--- src/rtl/bcd_count_controller.sv ---
// bcd_count_controller: button edge detection, command arbitration,
// STOP/RUN tick gating and a DIGITS-wide BCD up/down counter.
//
// state | meaning
// STOP  | Tick strobes are ignored; buttons still operate the counter
// RUN   | Tick strobes count up by one
module bcd_count_controller #(
    parameter int DIGITS = 4
) (
    input  logic                  Clk,
    input  logic                  Reset,
    input  logic                  BtnUp,
    input  logic                  BtnDown,
    input  logic                  BtnClear,
    input  logic                  BtnStart,
    input  logic                  Tick,
    output logic [4*DIGITS-1:0]   Digits,
    output logic                  Running,
    output logic                  Carry,
    output logic                  Borrow
);

    typedef enum logic {
        STOP = 1'b0,
        RUN  = 1'b1
    } stateT;

    stateT               state;
    logic [3:0]          btnLevels;
    logic [3:0]          syncS1;
    logic [3:0]          syncS2;
    logic [3:0]          btnEdges;
    logic                upEdge;
    logic                downEdge;
    logic                clearEdge;
    logic                startEdge;
    logic [4*DIGITS-1:0] incValue;
    logic [4*DIGITS-1:0] decValue;
    logic                incWrap;
    logic                decWrap;

    assign btnLevels = {BtnStart, BtnClear, BtnDown, BtnUp};
    assign btnEdges  = syncS1 & ~syncS2;
    assign upEdge    = btnEdges[0];
    assign downEdge  = btnEdges[1];
    assign clearEdge = btnEdges[2];
    assign startEdge = btnEdges[3];

    // Two-flop pipeline per button; the edge is S1 high while S2 is still low.
    always_ff @(posedge Clk or negedge Reset) begin
        if (!Reset) begin
            syncS1 <= 4'b0000;
            syncS2 <= 4'b0000;
        end else begin
            syncS1 <= btnLevels;
            syncS2 <= syncS1;
        end
    end

    // Ripple increment: digits at 9 roll to 0 and pass the carry upward.
    always_comb begin
        incValue = Digits;
        incWrap  = 1'b1;
        for (int i = 0; i < DIGITS; i++) begin
            if (incWrap) begin
                if (Digits[4*i +: 4] >= 4'd9) begin
                    incValue[4*i +: 4] = 4'd0;
                end else begin
                    incValue[4*i +: 4] = Digits[4*i +: 4] + 4'd1;
                    incWrap            = 1'b0;
                end
            end
        end
    end

    // Ripple decrement: digits at 0 roll to 9 and pass the borrow upward.
    always_comb begin
        decValue = Digits;
        decWrap  = 1'b1;
        for (int i = 0; i < DIGITS; i++) begin
            if (decWrap) begin
                if (Digits[4*i +: 4] == 4'd0) begin
                    decValue[4*i +: 4] = 4'd9;
                end else begin
                    decValue[4*i +: 4] = Digits[4*i +: 4] - 4'd1;
                    decWrap            = 1'b0;
                end
            end
        end
    end

    // STOP/RUN state, arbitrated counter update and registered wrap pulses.
    // The tick gate looks at the state before any Start toggle this cycle.
    always_ff @(posedge Clk or negedge Reset) begin
        if (!Reset) begin
            state   <= STOP;
            Running <= 1'b0;
            Digits  <= '0;
            Carry   <= 1'b0;
            Borrow  <= 1'b0;
        end else begin
            Carry  <= 1'b0;
            Borrow <= 1'b0;
            if (clearEdge) begin
                Digits <= '0;
            end else if (downEdge) begin
                Digits <= decValue;
                Borrow <= decWrap;
            end else if (upEdge || (Tick && (state == RUN))) begin
                Digits <= incValue;
                Carry  <= incWrap;
            end

            case (state)
                STOP: begin
                    if (startEdge) begin
                        state   <= RUN;
                        Running <= 1'b1;
                    end
                end
                RUN: begin
                    if (startEdge) begin
                        state   <= STOP;
                        Running <= 1'b0;
                    end
                end
                default: begin
                    state   <= STOP;
                    Running <= 1'b0;
                end
            endcase
        end
    end

endmodule

--- config.mk ---
export PLATFORM = sky130hd
export DESIGN_NAME = bcd_count_controller
export DESIGN_NICKNAME = d
export VERILOG_FILES = /design/src/rtl/bcd_count_controller.sv
export SDC_FILE = /design/constraint.sdc
export NUM_CORES = 1
export LEC_CHECK = 0
export CAP_MARGIN = 20
export CORE_MARGIN = 3
export CORE_UTILIZATION = 40
export CTS_CLUSTER_DIAMETER = 40
export DETAILED_ROUTE_END_ITERATION = 7
export SLEW_MARGIN = 20
export SYNTH_ARGS = -nofsm -noshare
export SYNTH_HDL_FRONTEND = slang
export SYNTH_SLANG_ARGS = --single-unit
export TNS_END_PERCENT = 100
--- constraint.sdc ---
create_clock -name Clk -period 6.2 [get_ports Clk]
set_input_delay 0.93 -clock Clk [delete_from_list [all_inputs] [get_ports Clk]]
set_output_delay 0.93 -clock Clk [all_outputs]
set_load 0.005 [all_outputs]
## Word-level counts from Yosys, hierarchy flattened

Index checks and enable logic that the tools add are counted.

- Bits in registers: 28
- Logic and storage cells: 86

- Add/sub/neg operators: 8
- Order comparisons: 4
- Equal/unequal tests: 5
- Mux-type cells: 42
- Bitwise operators: 3
- Reduce and logical (&&, ||, !) cells: 14

Operator list:

| operator | number |
|---|---|
| 2-to-1 mux 4 bit | 14 |
| 2-to-1 mux 16 bit | 3 |
| 2-to-1 mux 1 bit | 23 |
| adder 4 x 1 -> 4 bit, second input constant | 4 |
| >= comparator 4 bit, second input constant | 4 |
| zero test 4 bit | 4 |
| subtractor 4 x 1 -> 4 bit, second input constant | 4 |
| nonzero test 3 bit | 4 |
| != test 3 x 1 -> 1 bit, second input constant | 3 |
| AND reduction 3 bit | 3 |
| bitwise AND 4 bit | 1 |
| inverter 4 bit | 1 |
| case mux 1 bit (2 select lines) | 2 |
| != test 2 x 1 -> 1 bit, second input constant | 1 |
| != test 2 bit, second input constant | 1 |
| AND reduction 2 bit | 1 |
| logical AND 1 bit | 1 |
| logical OR 1 bit | 1 |
| inverter 1 bit | 1 |

## Logic depth before layout (Yosys ltp)

- Depth in word-level cells: 8
- Mapped depth: 7
- Mapped depth without buffers: 7

## Worst setup path before layout

Ideal clock, no wire load.

- Kind: input to register
- Start point: in Tick
- End point: reg Digits[13]
- Arrival time: 2.166 ns
- Data required time: 6.075 ns
- Path slack: 3.909 ns
- Cell stages on the path: 5
- Path buffers: 0
- Path through: and2_2 > o211ai_4 > or4_4 > nand3_1 > mux2_2

- Cells in the longest elaborated chain, start to end: 4

RTL lines:

| item | RTL line | source |
|---|---|---|
| from (decl) | 16 | `input logic Tick,` |
| logical AND 1 bit | 109 | `end else if (upEdge \|\| (Tick && (state == RUN))) begin` |
| logical OR 1 bit | 109 |  |
| nonzero test 3 bit (no line) | - |  |
| AND reduction 3 bit (no line) | - |  |
| to (signal assigned) | 107 | `Digits <= decValue;` |
| to (signal assigned) | 110 | `Digits <= incValue;` |
| to (decl) | 17 | `output logic [4*DIGITS-1:0] Digits,` |

No other way between the ends.
A chain may end at the register's enable or synchronous reset.

## Worst setup path after layout

Ends and elaborated chain as after synthesis.

==> impl_metrics.tcl <==
set metrics [dict create \
    status "complete, no violations" \
    cellPowerDensity_mw_per_mm2 420 \
    whs_ps 386 \
    worstPathRequired_ps 6360 \
    hold_violations 0 \
    worst_slew_pin_slew_ps 797 \
    min_path_cells 0 \
    grt.overflow.total 0 \
    num_rows 24 \
    yosys_warnings 0 \
    fmax_ghz 0.395 \
    cp-end-kind "flip-flop" \
    skew_ps 2.96 \
    switching_share 0.426 \
    num_io_pins 26 \
    period_share 0.408 \
    drv_cap 0 \
    peakVddDrop_mv 0.172 \
    min_from "syncS1[3]" \
    antenna_cells 0 \
    synth_edf_count 0 \
    combPwrFrac 0.537 \
    die_area_mm2 0.00561 \
    wl_per_cell_um 15.2 \
    synth_seq_area_share 0.369 \
    drt_iter0_markers 153 \
    post_cts_resized 0 \
    drc 0 \
    period_needed_ps 2530 \
    whs_endpoint "syncS2[3]" \
    crit_slowest_cell "or4_4" \
    ctsHoldBuffers 0 \
    pwr-share-clk 0.105 \
    dieWidth_um 74.9 \
    vias 1612 \
    timing.rr.start "Digits[0]" \
    tns_ps 0 \
    area_growth_pct 17.2 \
    die_h_um 74.9 \
    slew_violations 0 \
    post_cts_buffers 0 \
    path_delay_family "simple AND/OR/NAND/NOR gates" \
    synth_cell_types 60 \
    cts_tree "yes" \
    final_cell_mix "28 x dfrtp_1, 25 x clkdlybuf4s50_1, 15 x nor2_1, 15 x ha_1" \
    p_int_mw 0.537 \
    crit_path_start "Tick" \
    critical-path-max-stage-delay_ps 530 \
    p_leak_nw 0.930 \
    rsz0062_at_grt "no" \
    clockBufferDepth 2 \
    crit_path_start_kind "primary input" \
    antenna_found_initial 0 \
    reg2reg_slack_ps 3810 \
    final_area_mm2 0.00223 \
    synth-seq-cells 28 \
    rr_worst_depth 7 \
    gp_congestion 0.805 \
    drt_pass1_iterations 4 \
    grt_use_total 0.169 \
    grt_max_degree 29 \
    hp-class "flip-flop to flip-flop" \
    power_frac_seq 0.357 \
    cts_inserted_buffers 3 \
    syn-num-nets 225 \
    numPortBuffers 25 \
    grt_pass1_wl_mm 7.40 \
    grt_pass1_vias 1551 \
    syn_avg_cell_area_um2 9.36 \
    synth_cells 203 \
    dp_hpwl_mm 3.01 \
    final_common_cell "dfrtp_1" \
    clk_pin_slew_worst_paths_ps 90 \
    async_flop_share 1.00 \
    crit_path_max_fanout 5 \
    power_switching_mw 0.399 \
    cts.htree.levels 1 \
    reg2reg_to "Digits[13]" \
    setup_viol 0 \
    detail-route-antenna-nets 0 \
    core_area_mm2 0.00447 \
    critPathBufInv 1 \
    layout-drive-gt1-share 0.110 \
    dpl-instance-area_mm2 0.00219 \
    clk_latency_ps 270 \
    ys.flop_type "dfrtp_1" \
    netlist_area_mm2 0.00190 \
    start_util 0.425 \
    worstSetupPathType "primary input to flip-flop" \
    slew-limit-headroom 0.468 \
    viasPerCell 5.78 \
    nNetsFinal 251 \
    cts-root-buf "clkbuf_8" \
    crit_arrival_ps 2700 \
    path_cells "clkdlybuf4s50_1 -> and2_2 -> o211ai_4 -> or4_4 -> nand3_1 -> mux2_2" \
    cts_sinks 28 \
    drt-total-wl_mm 4.24 \
]
power groups by stage:
stage               Sequential, mW  Combinational [mW]  Clock [mW]
CTS                          0.335               0.505       0.103
global route                 0.351               0.572       0.110
detailed placement           0.338               0.503           0
finish                       0.334               0.503      0.0986
floorplan                    0.314               0.338           0
global placement             0.336               0.500           0
Yosys cell counts, types with 3 or more instances:
cell | instances | area (um2)
a31oi_1 | 4 | 25.0
nor2_1 | 15 | 56.3
nor2b_1 | 3 | 18.8
inv_1 | 12 | 45.0
nand2b_1 | 4 | 25.0
nand2_1 | 8 | 30.0
o211ai_1 | 4 | 30.0
ha_1 | 15 | 188
a211oi_1 | 4 | 30.0
a21oi_1 | 14 | 70.1
dfrtp_1 | 28 | 701
a21o_1 | 3 | 22.5
or2_2 | 3 | 18.8
o21ai_0 | 14 | 70.1
nor3_1 | 5 | 25.0
a211o_1 | 3 | 26.3
nand3_1 | 12 | 60.1
nor4_1 | 4 | 25.0
per-stage QoR:
step,worst slack [ps],power (mW),utilization,instances
2_1_floorplan,3910,0.652,-,203
3_3_place_gp,3370,0.837,0.489,276
3_5_place_dp,3390,0.841,0.489,276
4_1_cts,3670,0.943,0.498,279
5_1_grt,3620,1.03,0.498,279
6_report,3670,0.936,0.498,279
final cells by class:
type,count,area (um2)
Clock buffer,3,41.3
Fill cell,428,2250
Inverter,12,45.0
Multi-Input combinational cell,157,1110
Sequential cell,28,701
Tap cell,52,65.1
Timing Repair Buffer,27,265
layer usage:
| metal | global-route usage | vias to the layer above | part of all wire |
|---|---|---|---|
| met3 | 0.0200 | 6 | 0.029 |
| met4 | 0.0415 | 0 | 0.0097 |
| met5 | 0 | - | 0 |
| li1 | - | 807 | - |
| met2 | 0.265 | 27 | 0.46 |
| met1 | 0.249 | 772 | 0.50 |
state kept, by name, indices dropped and copies added (netlist names):
name     count
Digits      16
syncS2       4
Carry        1
Running      1
syncS1       4
state        1
Borrow       1
worst max path at each step:
stage,end,cells after the start
2_1_floorplan,Digits[13],5
3_3_place_gp,Digits[13],6
3_5_place_dp,Digits[13],6
4_1_cts,Digits[13],6
5_1_grt,Digits[13],6
6_report,Digits[13],6
cell families (layout without fill, tap and decap cells):
group / Yosys count / count (layout) / synth area share
flops: 28 / 28 / 0.369
buf+inv: 18 / 42 / 0.0467
simple gates: 72 / 72 / 0.222
mux: 3 / 3 / 0.0165
xor+xnor: 1 / 1 / 0.00461
fa+ha+maj: 15 / 15 / 0.0987
compound gates: 66 / 66 / 0.243
worst register-to-register path: cells and delay by family (launching register included):
family | cells | cell delay, ps
simple gates | 3 | 960
flops | 1 | 490
mux | 1 | 340
fa+ha+maj | 1 | 280
buf+inv | 1 | 120
compound gates | 1 | 110
Note: power is estimated with default switching activity, not from simulation.
